<file path="src/rtl/axi_wr_burst_engine.sv">
// Streams a FWFT FIFO into AXI4 INCR write bursts, splitting each command into
// bursts of at most MAX_BURST beats that never cross a 4 KB boundary.
module axi_wr_burst_engine #(
  parameter int unsigned DATA_W    = 32,
  parameter int unsigned ADDR_W    = 32,
  parameter int unsigned MAX_BURST = 16
) (
  input  logic                clk,
  input  logic                rst,
  input  logic                cmd_valid,
  output logic                cmd_ready,
  input  logic [ADDR_W-1:0]   cmd_addr,
  input  logic [15:0]         cmd_beats,
  input  logic [DATA_W-1:0]   fifo_dout,
  input  logic                fifo_empty,
  output logic                fifo_rd_en,
  output logic                awvalid,
  input  logic                awready,
  output logic [ADDR_W-1:0]   awaddr,
  output logic [7:0]          awlen,
  output logic [2:0]          awsize,
  output logic [1:0]          awburst,
  output logic                wvalid,
  input  logic                wready,
  output logic [DATA_W-1:0]   wdata,
  output logic [DATA_W/8-1:0] wstrb,
  output logic                wlast,
  input  logic                bvalid,
  output logic                bready,
  input  logic [1:0]          bresp,
  output logic                done,
  output logic                err
);

  localparam int unsigned SIZE = $clog2(DATA_W / 8);

  typedef enum logic [2:0] {IDLE, ADDR, DATA, RESP, FIN} state_t;

  state_t            state_q, state_d;
  logic [ADDR_W-1:0] addr_q, addr_d;
  logic [15:0]       rem_q, rem_d;
  logic [7:0]        awlen_q, awlen_d;
  logic [7:0]        beat_q, beat_d;
  logic              err_q, err_d;

  logic [ADDR_W-1:0] cmd_addr_al;
  logic [8:0]        len;
  logic [ADDR_W-1:0] addr_step;
  logic [15:0]       rem_step;
  logic              in_unused;

  // Beats allowed from an aligned address: remaining, MAX_BURST and room to the 4 KB edge.
  function automatic logic [8:0] calc_len(input logic [11:0] a, input logic [15:0] rem);
    logic [16:0] room;
    logic [16:0] lim;
    room = 17'(4096 >> SIZE) - 17'(a >> SIZE);
    lim  = {1'b0, rem};
    if (lim > 17'(MAX_BURST)) lim = 17'(MAX_BURST);
    if (lim > room) lim = room;
    return 9'(lim);
  endfunction

  assign cmd_addr_al = {cmd_addr[ADDR_W-1:SIZE], {SIZE{1'b0}}};
  assign len         = {1'b0, awlen_q} + 9'd1;
  assign addr_step   = addr_q + (ADDR_W'(len) << SIZE);
  assign rem_step    = rem_q - 16'(len);
  assign in_unused   = ^{bresp[0], cmd_addr[SIZE-1:0]};

  assign awaddr  = addr_q;
  assign awlen   = awlen_q;
  assign awsize  = 3'(SIZE);
  assign awburst = 2'b01;
  assign wstrb   = '1;
  assign wdata   = fifo_dout;

  always_ff @(posedge clk) begin
    if (rst) begin
      state_q <= IDLE;
      addr_q  <= '0;
      rem_q   <= '0;
      awlen_q <= '0;
      beat_q  <= '0;
      err_q   <= 1'b0;
    end else begin
      state_q <= state_d;
      addr_q  <= addr_d;
      rem_q   <= rem_d;
      awlen_q <= awlen_d;
      beat_q  <= beat_d;
      err_q   <= err_d;
    end
  end

  always_comb begin
    state_d    = state_q;
    addr_d     = addr_q;
    rem_d      = rem_q;
    awlen_d    = awlen_q;
    beat_d     = beat_q;
    err_d      = err_q;
    cmd_ready  = 1'b0;
    awvalid    = 1'b0;
    wvalid     = 1'b0;
    wlast      = 1'b0;
    bready     = 1'b0;
    done       = 1'b0;
    err        = 1'b0;
    unique case (state_q)
      IDLE: begin
        cmd_ready = 1'b1;
        if (cmd_valid) begin
          addr_d = cmd_addr_al;
          rem_d  = cmd_beats;
          if (cmd_beats == 16'd0) begin
            state_d = FIN;
          end else begin
            state_d = ADDR;
            awlen_d = 8'(calc_len(cmd_addr_al[11:0], cmd_beats) - 9'd1);
          end
        end
      end
      ADDR: begin
        awvalid = 1'b1;
        if (awready) begin
          state_d = DATA;
          beat_d  = '0;
        end
      end
      DATA: begin
        wvalid = !fifo_empty;
        wlast  = (beat_q == awlen_q);
        if (wvalid && wready) begin
          beat_d = beat_q + 8'd1;
          if (wlast) state_d = RESP;
        end
      end
      RESP: begin
        bready = 1'b1;
        if (bvalid) begin
          addr_d = addr_step;
          rem_d  = rem_step;
          if (bresp[1]) begin
            err_d   = 1'b1;
            state_d = FIN;
          end else if (rem_step == 16'd0) begin
            state_d = FIN;
          end else begin
            // Next burst length is sized from the post-increment address.
            state_d = ADDR;
            awlen_d = 8'(calc_len(addr_step[11:0], rem_step) - 9'd1);
          end
        end
      end
      FIN: begin
        done    = 1'b1;
        err     = err_q;
        err_d   = 1'b0;
        state_d = IDLE;
      end
      default: state_d = IDLE;
    endcase
    fifo_rd_en = wvalid && wready;
  end

endmodule
</file>
<file path="config.mk">
export PLATFORM = sky130hd
export DESIGN_NAME = axi_wr_burst_engine
export DESIGN_NICKNAME = d
export VERILOG_FILES = /design/src/rtl/axi_wr_burst_engine.sv
export SDC_FILE = /design/constraint.sdc
export NUM_CORES = 1
export LEC_CHECK = 0
export CORE_ASPECT_RATIO = 1.4
export CORE_MARGIN = 3
export CORE_UTILIZATION = 49
export CTS_CLUSTER_DIAMETER = 120
export DETAILED_ROUTE_END_ITERATION = 6
export GPL_ROUTABILITY_DRIVEN = 0
export PLACE_DENSITY = 0.84
export SYNTH_ARGS = -nofsm -noshare
export SYNTH_HDL_FRONTEND = slang
export SYNTH_SLANG_ARGS = --single-unit
</file>
<file path="constraint.sdc">
create_clock -name clk -period 6.84 [get_ports clk]
set_clock_uncertainty 0.2 [all_clocks]
set_input_delay 1.368 -clock clk [delete_from_list [all_inputs] [get_ports clk]]
set_output_delay 1.368 -clock clk [all_outputs]
set_load 0.02 [all_outputs]
</file>
==> metrics.md <==
| Metric | Value |
|---|---|
| Status | `finished clean` |
| Final hold vios | `0` |
| LEAKAGE | `approximately 2.9 nW` |
| Drt initial violations | `462` |
| Input/output buffers | `99` |
| Adder-Cell Fraction of Synth Area | `9.58%` |
| WL per Instance | `17.3 microns` |
| Commonest cells post-synth | `98 x nor2_1, 74 x nand2_1, 66 x dfxtp_1` |
| Routed via count | `6631` |
| Setup violations, final | `0` |
| TritonCTS buffer count | `9` |
| Fin crit period | `about 6.4 ns` |
| Most frequent cell after synthesis | `nor2_1` |
| Largest net degree at the start of global routing | `76` |
| Final ANT Viol Nets | `0` |
| Initial core utilization | `between 50% and 60%` |
| CP Class | `reg2reg` |
| # DRC | `0` |
| Total congestion overflow | `0` |
| Slew headroom | `about a fifth` |
| Synthesized flop and latch total | `66` |
| Unrepaired setup endpoints after global routing | `no` |
| Placement Rows | `48` |
| Top_reg_cell synth | `dfxtp_1` |
| Die H | `140 microns` |
| MaxCap Viol Count | `0` |
| Compound-Gate Fraction of Synth Area | `between 20% and 30%` |
| Synth unique cells | `roughly 80` |
| Synth area leader | `dfxtp_1` |
| Placed Cells | `about 1000` |
| Arrival time worst endpoint | `6.46 ns` |
| Tcrit/Tclk final | `about 94%` |
| Detailed placement HPWL | `13500 microns` |
| Crit path max fanout | `9` |
| Hold depth | `2` |
| Startpoint Class | `register` |
| CTS HTree Levels | `3` |
| Largest family of logic cells by synthesized area | `simple AND/OR/NAND/NOR gates` |
| Post-Route Utilization | `around 60%` |
| PwrDens | `239 nW/um^2` |
| Mux cell area share after synthesis | `1.53%` |
| Tot Pwr | `1.77 mW` |
| Die area | `14300 sq um` |
| Crit path capture type | `register` |
| Number of diodes | `0` |
| Final-report max-slew violation count | `0` |
| Worst VDD drop | `about 0.16 mV` |
| Slew @ Worst Pin | `1.18 ns` |
| Post-synth EDFFs | `0` |
| # fillers | `1110` |
| Post-Synth XOR/XNOR Area | `7.10%` |
| Synth-to-layout area growth | `18.0%` |
| GRT Util Overall | `25.4%` |
| Vias per Instance | `about 6.2` |
| CTS clk-pin slew, worst paths | `0.05 ns` |
| CTS root buf | `clkbuf_16` |
| WL final | `18400 microns` |
| First-pass GRT wire length | `29500 microns` |
| FMAX | `about 160 MHz` |
| Die W | `102 microns` |
| Postcts setup bufs | `0` |
| Synth top area share | `21.0%` |
| Top cells by area, synth | `dfxtp_1 21%, ha_1 8.9%, nor2_1 5.8%` |
| Sequential-to-total area share from yosys stat | `21.0%` |
| Async S/R FF share, synth | `0%` |
| Deepest clock path buffer count | `2` |
| CTS tree | `done` |
| Type of the worst min-delay path | `reg2reg` |
| Post-Syn Instances | `approximately 850` |
| Mean Syn Cell Area | `7.38 sq um` |
| Syn. warnings | `0` |
| Vias in the first global route | `6127` |
| Num ports | `~180` |
| WHS | `~0.26 ns` |
| Clk sinks | `66` |
| Total negative slack | `0 ns` |
| Drt first pass iters | `6` |
| Synth Area in Simple Gates | `between 20 and 30%` |
| Layout cells sized above 1 | `4.83%` |
| Initial antenna violation count | `0` |
| Finished Layout Cells | `around 1100` |
| CORE AREA | `~12000 sq um` |
| CTS Hold Bufs | `0` |
| Nets@finish | `1042` |
| Clk_lat worst skew | `0.34 ns` |
| FF-to-FF path depth | `22` |
| Post-synthesis cell area | `between 6000 and 7000 sq um` |
| Critical Path RT | `6.87 ns` |
-- layout make-up --
type                            count  area (sq um)  share of cell area [%]
Multi-Input combinational cell    685          4440                    59.8
Sequential cell                    66          1320                    17.8
Timing Repair Buffer              105          1030                    13.9
Clock buffer                       11           243                    3.27
Tap cell                          150           188                    2.53
Inverter                           39           146                    1.97
Clock inverter                      5          53.8                   0.725
-- flip-flops by register name (all words and copies together) (netlist names) --
name	flops
awaddr	30
rem_q	16
awlen	8
beat_q	8
state_q	3
err_q	1
-- cells in the final DEF (no fill, tap or decap), drive strengths merged, types with 4 or more instances in the layout --
| cell type | n |
|---|---|
| o211a | 4 |
| nand2 | 74 |
| o211ai | 10 |
| and3 | 12 |
| or2 | 6 |
| or3 | 4 |
| dfxtp | 66 |
| xor2 | 17 |
| a211oi | 26 |
| a21oi | 50 |
| nor3b | 5 |
| conb | 23 |
| o21bai | 4 |
| nor3 | 29 |
| xnor2 | 34 |
| o21a | 10 |
| a22oi | 9 |
| clkdlybuf4s50 | 98 |
| a21o | 9 |
| a31oi | 7 |
| nor4 | 8 |
| a311oi | 10 |
| clkbuf | 11 |
| o31ai | 6 |
| nand3 | 24 |
| a21boi | 5 |
| nand4 | 20 |
| o311ai | 4 |
| nor2 | 98 |
| nand2b | 10 |
| mux2i | 4 |
| buf | 7 |
| o21ai | 40 |
| clkinv | 5 |
| o22ai | 5 |
| and2 | 17 |
| ha | 45 |
| inv | 38 |
| a2111oi | 7 |
-- power breakdown --
| part | switching [mW] | leakage (nW) | total [mW] | internal, mW |
|---|---|---|---|---|
| sequential | 0.0526 | 0.543 | 0.479 | 0.426 |
| combinational | 0.483 | 2.24 | 0.827 | 0.344 |
| clock | 0.176 | 0.149 | 0.466 | 0.291 |
| total | 0.711 | 2.93 | 1.77 | 1.06 |
-- per-stage QoR --
stage                     setup slack (ns)  instance area [sq um]
after floorplan                       1.07                   6370
after global placement               0.559                   7110
after detailed placement             0.353                   7110
after CTS                            0.299                   7400
after global routing                0.0199                   7420
final                                0.413                   7420
-- logic make-up (layout without fill, tap and decap cells) --
| kind of cell | count (synthesis) | after routing |
|---|---|---|
| other | 2 | 23 |
| DFF | 66 | 66 |
| muxes | 8 | 8 |
| adders and majority gates | 47 | 47 |
| AOI/OAI and AO/OA | 230 | 230 |
| xor gates and xnor gates | 51 | 51 |
| and+or+nand+nor | 326 | 326 |
| buffers and inverters | 123 | 160 |
-- critical path: stages, from the launching register on --
cell and delay [ns]:
dfxtp_1 0.47, ha_1 0.23, nand3_1 0.13, nor2_1 0.24, nand3_1 0.22, ha_1 0.47
a2111o_1 0.49, or4_1 0.53, and2_1 0.20, a211oi_2 0.20, and2_1 0.21, nand4_1 0.13
nor2_1 0.13, ha_1 0.15, nor2b_1 0.13, o21a_1 0.12, o211ai_1 0.08, a211o_1 0.29
and2_2 0.26, o311ai_0 0.74, nor3_2 0.20, a2111o_1 0.40, o311ai_1 0.10
-- worst paths after layout --
check / start / endpoint / slack (ns)
min reg2reg: rem_q[0] / rem_q[0] / 0.26
min: rem_q[0] / rem_q[0] / 0.26
max reg2reg: awlen[0] / awlen[6] / 0.41
max: awlen[0] / awlen[6] / 0.41
-- per-layer routing --
layer	vias up	wire (microns)	global-route usage, %
met2	300	9110	42.8
li1	3140	-	-
met4	0	894	12.9
met1	3112	7100	30.3
met3	79	1250	4.98
met5	-	0	0
-- what timing repair did --
action                     in CTS  in global routing
setup endpoints to repair       0                  7
hold endpoints to repair        0                  0
resized for setup               0                  5
No activity file was read; power rests on OpenSTA's default activity.
